==> src/rtl/voice_pkg.sv <==
// Constants and encodings shared between the PDM sample packer and the
// recording/compare controller that consumes its packed words.
package voice_pkg;

    localparam int SAMPLE_FREQ      = 10417;
    localparam int SAMPLES_PER_WORD = 4;
    localparam int CHUNKS           = 256;

    typedef enum logic [1:0] {
        DIR_IDLE    = 2'd0,
        DIR_RECORD  = 2'd1,
        DIR_COMPARE = 2'd2
    } dir_e;

endpackage

==> src/rtl/pdm_clk_gen.sv <==
// Divides clk down to the PDM microphone clock and flags the cycle in which
// the registered mic clock has just fallen, when mic data is stable.
module pdm_clk_gen #(
    parameter int HALF_DIV = 20
) (
    input  logic clk,
    input  logic rst,
    output logic mic_clk,
    output logic tick
);

    localparam int DIV_W = (HALF_DIV > 2) ? $clog2(HALF_DIV) : 1;

    logic [DIV_W-1:0] div_reg;
    logic             mic_clk_reg;
    logic             tick_reg;
    logic             wrap;

    assign wrap = (div_reg == DIV_W'(HALF_DIV - 1));

    always_ff @(posedge clk or posedge rst) begin
        if (rst) begin
            div_reg     <= '0;
            mic_clk_reg <= 1'b0;
            tick_reg    <= 1'b0;
        end else begin
            div_reg <= wrap ? '0 : div_reg + DIV_W'(1);
            if (wrap) begin
                mic_clk_reg <= ~mic_clk_reg;
            end
            // Raised together with the 1->0 transition of the registered clock.
            tick_reg <= wrap && mic_clk_reg;
        end
    end

    assign mic_clk = mic_clk_reg;
    assign tick    = tick_reg;

endmodule

==> src/rtl/pdm_sample_packer.sv <==
// PDM front end: counts ones per window of mic clocks into a saturating
// sample and packs four samples per word, announced with a one-cycle ram_wr.
module pdm_sample_packer
    import voice_pkg::*;
#(
    parameter int HALF_DIV = 20,
    parameter int WINDOW   = 240,
    parameter int COUNT_W  = 8,
    parameter int SAMPLE_W = 8
) (
    input  logic                               clk,
    input  logic                               rst,
    input  logic                               count_en,
    input  logic                               micData,
    output logic                               micClk,
    output logic                               micLRSel,
    output logic [SAMPLES_PER_WORD*SAMPLE_W-1:0] ram_data,
    output logic                               ram_wr
);

    localparam int SLOT_W = $clog2(SAMPLES_PER_WORD);
    localparam int WORD_W = SAMPLES_PER_WORD * SAMPLE_W;
    localparam logic [31:0] SAMPLE_MAX = 32'((64'd1 << SAMPLE_W) - 64'd1);

    logic              tick;
    logic              sync1_reg;
    logic              mic_s;
    logic [COUNT_W-1:0] ones_reg;
    logic [COUNT_W-1:0] win_reg;
    logic [SLOT_W-1:0]  slot_reg;
    logic [WORD_W-1:0]  ram_data_reg;
    logic               ram_wr_reg;
    logic [SAMPLE_W-1:0] pack_reg [SAMPLES_PER_WORD-1];
    logic [WORD_W-1:0]  word_full;
    logic [31:0]        sum;
    logic [SAMPLE_W-1:0] sample;
    logic               last_bit;
    logic               take;

    pdm_clk_gen #(
        .HALF_DIV (HALF_DIV)
    ) u_clk_gen (
        .clk     (clk),
        .rst     (rst),
        .mic_clk (micClk),
        .tick    (tick)
    );

    assign micLRSel = 1'b0;

    always_ff @(posedge clk or posedge rst) begin
        if (rst) begin
            sync1_reg <= 1'b0;
            mic_s     <= 1'b0;
        end else begin
            sync1_reg <= micData;
            mic_s     <= sync1_reg;
        end
    end

    // The closing bit is folded into the sample before saturating.
    assign sum      = 32'(ones_reg) + 32'(mic_s);
    assign sample   = (sum > SAMPLE_MAX) ? SAMPLE_W'(SAMPLE_MAX) : SAMPLE_W'(sum);
    assign last_bit = (win_reg == COUNT_W'(WINDOW - 1));
    assign take     = tick && count_en;

    genvar gi;
    generate
        for (gi = 0; gi < SAMPLES_PER_WORD - 1; gi++) begin : g_slot
            always_ff @(posedge clk or posedge rst) begin
                if (rst) begin
                    pack_reg[gi] <= '0;
                end else if (!count_en) begin
                    pack_reg[gi] <= '0;
                end else if (take && last_bit && slot_reg == SLOT_W'(gi)) begin
                    pack_reg[gi] <= sample;
                end
            end
            assign word_full[gi*SAMPLE_W +: SAMPLE_W] = pack_reg[gi];
        end
    endgenerate

    // The top slot comes straight from the sample being closed.
    assign word_full[WORD_W-1 -: SAMPLE_W] = sample;

    always_ff @(posedge clk or posedge rst) begin
        if (rst) begin
            ones_reg     <= '0;
            win_reg      <= '0;
            slot_reg     <= '0;
            ram_data_reg <= '0;
            ram_wr_reg   <= 1'b0;
        end else begin
            ram_wr_reg <= 1'b0;
            if (!count_en) begin
                ones_reg <= '0;
                win_reg  <= '0;
                slot_reg <= '0;
            end else if (tick) begin
                if (last_bit) begin
                    ones_reg <= '0;
                    win_reg  <= '0;
                    slot_reg <= slot_reg + SLOT_W'(1);
                    if (slot_reg == SLOT_W'(SAMPLES_PER_WORD - 1)) begin
                        ram_data_reg <= word_full;
                        ram_wr_reg   <= 1'b1;
                    end
                end else begin
                    ones_reg <= ones_reg + COUNT_W'(mic_s);
                    win_reg  <= win_reg + COUNT_W'(1);
                end
            end
        end
    end

    assign ram_data = ram_data_reg;
    assign ram_wr   = ram_wr_reg;

endmodule

==> config.mk <==
export PLATFORM = sky130hd
export DESIGN_NAME = pdm_sample_packer
export DESIGN_NICKNAME = d
export VERILOG_FILES = /design/src/rtl/voice_pkg.sv /design/src/rtl/pdm_clk_gen.sv /design/src/rtl/pdm_sample_packer.sv
export SDC_FILE = /design/constraint.sdc
export NUM_CORES = 1
export LEC_CHECK = 0
export CAP_MARGIN = 0
export CORE_UTILIZATION = 50
export CTS_CLUSTER_SIZE = 8
export DETAILED_ROUTE_END_ITERATION = 6
export HOLD_SLACK_MARGIN = 0.02
export PLACE_DENSITY = 0.74
export REMOVE_ABC_BUFFERS = 1
export SLEW_MARGIN = 0
export SYNTH_ARGS = -nofsm -noshare
export SYNTH_HDL_FRONTEND = slang
export SYNTH_HIERARCHICAL = 1
export SYNTH_SLANG_ARGS = --single-unit
==> constraint.sdc <==
create_clock -name clk -period 2.5 [get_ports clk]
set_input_delay 0.75 -clock clk [delete_from_list [all_inputs] [get_ports clk]]
set_output_delay 0.75 -clock clk [all_outputs]
set_load 0.05 [all_outputs]
# Word-level counts from Yosys, hierarchy flattened

Cells that the tools add are included.

Bitwise logic cells: 1
Reductions and logical operators: 9
Multiplexer cells: 21
$lt $le $gt $ge: 1
Add/subtract/negate cells: 5
Equality and inequality tests: 10

Operators by type and width:

| kind                                               | count |
|---|---|
| 2-to-1 mux 8 bit                                   | 13 |
| != test 2 x 1 -> 1 bit, second input constant      | 5 |
| adder 8 x 1 -> 9 bit                               | 1 |
| > comparator 9 x 8 -> 1 bit, second input constant | 1 |
| adder 8 x 1 -> 8 bit                               | 1 |
| adder 8 x 1 -> 8 bit, second input constant        | 1 |
| == test 8 bit, second input constant               | 1 |
| logical AND 1 bit                                  | 6 |
| 2-to-1 mux 2 bit                                   | 3 |
| adder 5 x 1 -> 5 bit, second input constant        | 1 |
| == test 5 bit, second input constant               | 1 |
| 2-to-1 mux 5 bit                                   | 1 |
| == test 2 bit, second input constant               | 2 |
| 2-to-1 mux 1 bit                                   | 4 |
| AND reduction 4 bit                                | 1 |
| adder 2 x 1 -> 2 bit, second input constant        | 1 |
| == test 2 x 1 -> 1 bit, second input constant      | 1 |
| zero test 2 bit                                    | 1 |
| AND reduction 2 bit                                | 1 |
| NOT 1 bit                                          | 1 |

Output and inout bits: 35
Word-level logic and storage cells: 60
Register bits after elaboration: 84
Input bits: 4

# Longest topological paths before layout

Gate-level depths: netlist of run 1.

Depth after elaboration: 5
Gate-level depth with buffers: 6
Depth with buffers taken out: 5

# Hierarchy

Netlist of run 1, hierarchy kept.

By module, submodules not included:

| module            | seq. area each (um2) | times used | cells each | area each (um2) |
|---|---|---|---|---|
| pdm_sample_packer | 1926.8               | 1          | 287        | 3509.6 |
| pdm_clk_gen       | 175.2                | 1          | 24         | 302.8 |

# Least setup slack after synthesis of run 1

No wires, ideal clock.

Path kind: input -> register
Start: in count_en
End: reg ram_data_reg[10], in the netlist ram_data[10]
Buffers on the path: 2
Stages: 5
Arrival: 1.664 ns
Required time: 2.375 ns
Setup slack: 0.711 ns
Setup time: 0.125 ns
Cells stage by stage: buf_2 and2_1 nand4_4 buf_6 mux2_4

Cells in the longest elaborated chain, start to end: 1

RTL lines:

| element                              | RTL line                 | RTL |
|---|---|---|
| from (decl)                          | pdm_sample_packer.sv:13  | `input logic count_en,` |
| AND reduction 4 bit (no source line) | -                        |  |
| to (signal assigned)                 | pdm_sample_packer.sv:105 | `ram_data_reg <= word_full;` |
| to (decl)                            | pdm_sample_packer.sv:31  | `logic [WORD_W-1:0] ram_data_reg;` |

No other way between the ends.
A chain may end at the register's enable or synchronous reset.

# Final worst setup path of run 1

Start: reg ram_data_reg[8], in the netlist ram_data[8]
End: out ram_data[8]

RTL lines:

| element   | RTL line                | RTL |
|---|---|---|
| to (decl) | pdm_sample_packer.sv:17 | `output logic [SAMPLES_PER_WORD*SAMPLE_W-1:0] ram_data,` |

No word-level cell between the ends.

==> flow_summary.toml, run 1 <==
[timing]
final-hold-violation-count = 0
max_freq_ghz = 0.433
fin_skew_ns = 0.0100
maxSlewHeadroom_pct = 66.4
worstMarginPinSlew_ns = 0.503
fin_crit_ns = 2.31
worst_hold_slack_ns = 0.366
slew_viol_final = 0
rsz0062_at_grt = "no"
setup_viol = 0
fin_ws_ns = 0.191
period_share_pct = 92.4

[logic_synthesis]
synth_area_leader_cell = "dfrtp_1"
yosysWarnings = 6
netlist_top_cells_count = "dfrtp_1 (84), nand2_1 (41), mux2i_1 (28)"
async_flop_share_pct = 100
ys_ff_latch = 84
synth.area.top_cells = "dfrtp_1 (55%), mux2_4 (9.1%), mux2i_1 (7.4%), nand2_1 (4.0%), ha_1 (2.6%)"
yosysTopAreaCellShare_pct = 55.1
yosysSeqAreaShare_pct = 55.1
ys.flop_type = "dfrtp_1"
synth_most_common_cell = "dfrtp_1"
synth.distinct_cells = 51
syn_area_um2 = 3810
avgSynthCellArea_um2 = 12.3
syn_inst = 311
synth-edff-count = 0

[global_routing]
grt_max_degree = 42
antenna_found_initial = 0
grt_use_total_pct = 19.5
grt_pass1_vias = 2422
grt_pass1_wl_um = 11500
overflow = 0

[power]
powerDensity_nw_per_um2 = 513
worst_ir_drop_vdd_mv = 0.296
p_leak_nw = 2.24

[placement]
io_buffers = 37
hpwl_um = 4770
place_area_um2 = 4330
place_inst = 444
gp_congestion = 0.755
dp_slack_ns = 0.0891

[finish]
finalNonFillerCells = 460
final_util_pct = 61.6
fin_area_um2 = 4520
largest_reg_flops = 32
syn_to_final_growth_pct = 18.4
antenna_cells = 0
layout-drive-gt1-share_pct = 17.5
final_nets = 368

[floorplanning]
fp.coreArea_um2 = 7330
ioPinCount = 39
start_util_pct = 52.0
die_x_um = 89.3
fp-row-count = 31
fp.dieH_um = 89.3
die_area_um2 = 7980

[setup_path]
crit_path_end_kind = "primary output"
crit_path_cell_trace = "clkdlybuf4s50_1"
cp_slowest_cell = "clkdlybuf4s50_1"
cpPeakStageDelay_ns = 0.82
worst_ep_required_time_ns = 1.75
worstPathBufferInverterCount = 1
critPathLaunchType = "flip-flop"
crit_type = "flip-flop to primary output"
cp_top_family = "buffers and inverters"
cp.arrival_ns = 1.56
path_max_fanout = 2

[clock_tree]
clk_latency_ns = 0.36
cts_root_buf = "clkbuf_8"
clkTransAtPathRegs_ns = 0.09
clk_path_buf_depth = 2
h-tree-depth = 3
cts_sinks = 84
cts_resized = 0
holdBufCountCts = 0
post_cts_buffers = 0
cts_tree = "built"
cts-buffers-inserted = 9

[drt]
postRouteWirelength_um = 6760
avgRoutedWirePerCell_um = 14.7
firstDrtPassIters = 4
via_per_inst = 5.26
ant_nets = 0
drt_iter0_markers = 85
drc = 0
vias = 2419

[job]
maxCapViolations = 0

[outcome]
outcome = "finished clean"

[min_path]
hold_class = "flip-flop to flip-flop"
-- metal layers --
layer	GRT usage (%)	share of wire (%)
met1	25.5	47
met3	4.71	3.6
met2	31.6	47
met4	7.36	1.8
met5	0	0
-- cells in the final DEF (no fill, tap or decap), drive strengths merged, types with 6 or more instances in the layout --
cell,instances
nand2,44
mux2i,28
nand3,7
buf,8
mux2,24
inv,12
nor2,9
clkdlybuf4s50,37
xnor2,6
dfrtp,84
ha,8
o21ai,19
clkbuf,9
and2,6
nand2b,7
-- area by class of cell --
type	instances	area (um2)
Clock buffer	9	124
Clock inverter	7	58.8
Fill cell	592	2820
Inverter	9	33.8
Multi-Input combinational cell	207	1610
Sequential cell	84	2100
Tap cell	99	124
Timing Repair Buffer	45	468
-- worst paths after layout --
path                             start                    to  slack [ns]  depth (start not counted)
max                        ram_data[8]           ram_data[8]        0.19                          1
min                          sync1_reg                 mic_s        0.37                          0
max reg2reg                ones_reg[0]          pack_reg[23]        0.51                          5
min reg2reg                  sync1_reg                 mic_s        0.37                          0
max in group asynchronous          rst          ram_data[21]        1.32                          3
min in group asynchronous          rst  u_clk_gen/div_reg[2]        0.67                          2
-- per-stage QoR --
stage / setup TNS [ns] / power (mW)
global placement: 0 / 1.45
global route: 0 / 2.42
detailed placement: 0 / 1.46
CTS: 0 / 2.35
floorplan: -16.68 / 1.42
finish: 0 / 2.32
-- power breakdown --
| group | leakage, nW | switching, mW | internal (mW) | total (mW) |
|---|---|---|---|---|
| logic | 1.00 | 0.0475 | 0.0186 | 0.0660 |
| registers | 1.16 | 0.000800 | 1.36 | 1.36 |
| clock network | 0.0804 | 0.519 | 0.374 | 0.893 |
-- cells by family (layout without fill, tap and decap cells) --
logic type               Yosys count  count (layout)  synth area share, %
XOR/XNOR                          10              10                 2.30
other                              1               1               0.0984
adder cells (fa/ha/maj)            8               8                 2.63
AND/OR/NAND/NOR                   97              97                 14.1
multiplexers                      52              52                 16.7
AO/OA/AOI/OAI                     39              39                 6.30
flip-flops                        84              84                 55.1
buffers and inverters             20              70                 2.76
(Power assumes the default switching activity.)
==> run 2, diff against run 1 <==
--- a/config.mk
+++ b/config.mk
@@ -5,6 +5,7 @@
 export SDC_FILE = /design/constraint.sdc
 export NUM_CORES = 1
 export LEC_CHECK = 0
+export ABC_CLOCK_PERIOD_IN_PS = 2500
 export CAP_MARGIN = 0
 export CORE_UTILIZATION = 50
 export CTS_CLUSTER_SIZE = 8
@@ -12,7 +13,7 @@
 export HOLD_SLACK_MARGIN = 0.02
 export PLACE_DENSITY = 0.74
 export REMOVE_ABC_BUFFERS = 1
-export SLEW_MARGIN = 0
+export SLEW_MARGIN = 5
 export SYNTH_ARGS = -nofsm -noshare
 export SYNTH_HDL_FRONTEND = slang
 export SYNTH_HIERARCHICAL = 1
==> results of run 2 <==
No change in the layout: final DEF, timing and power equal those of run 1.
==> run 3, diff against run 2 <==
--- a/config.mk
+++ b/config.mk
@@ -13,6 +13,7 @@
 export HOLD_SLACK_MARGIN = 0.02
 export PLACE_DENSITY = 0.74
 export REMOVE_ABC_BUFFERS = 1
+export SKIP_CTS_REPAIR_TIMING = 1
 export SLEW_MARGIN = 5
 export SYNTH_ARGS = -nofsm -noshare
 export SYNTH_HDL_FRONTEND = slang
==> results of run 3 <==
No change in the layout: final DEF, timing and power equal those of run 1.
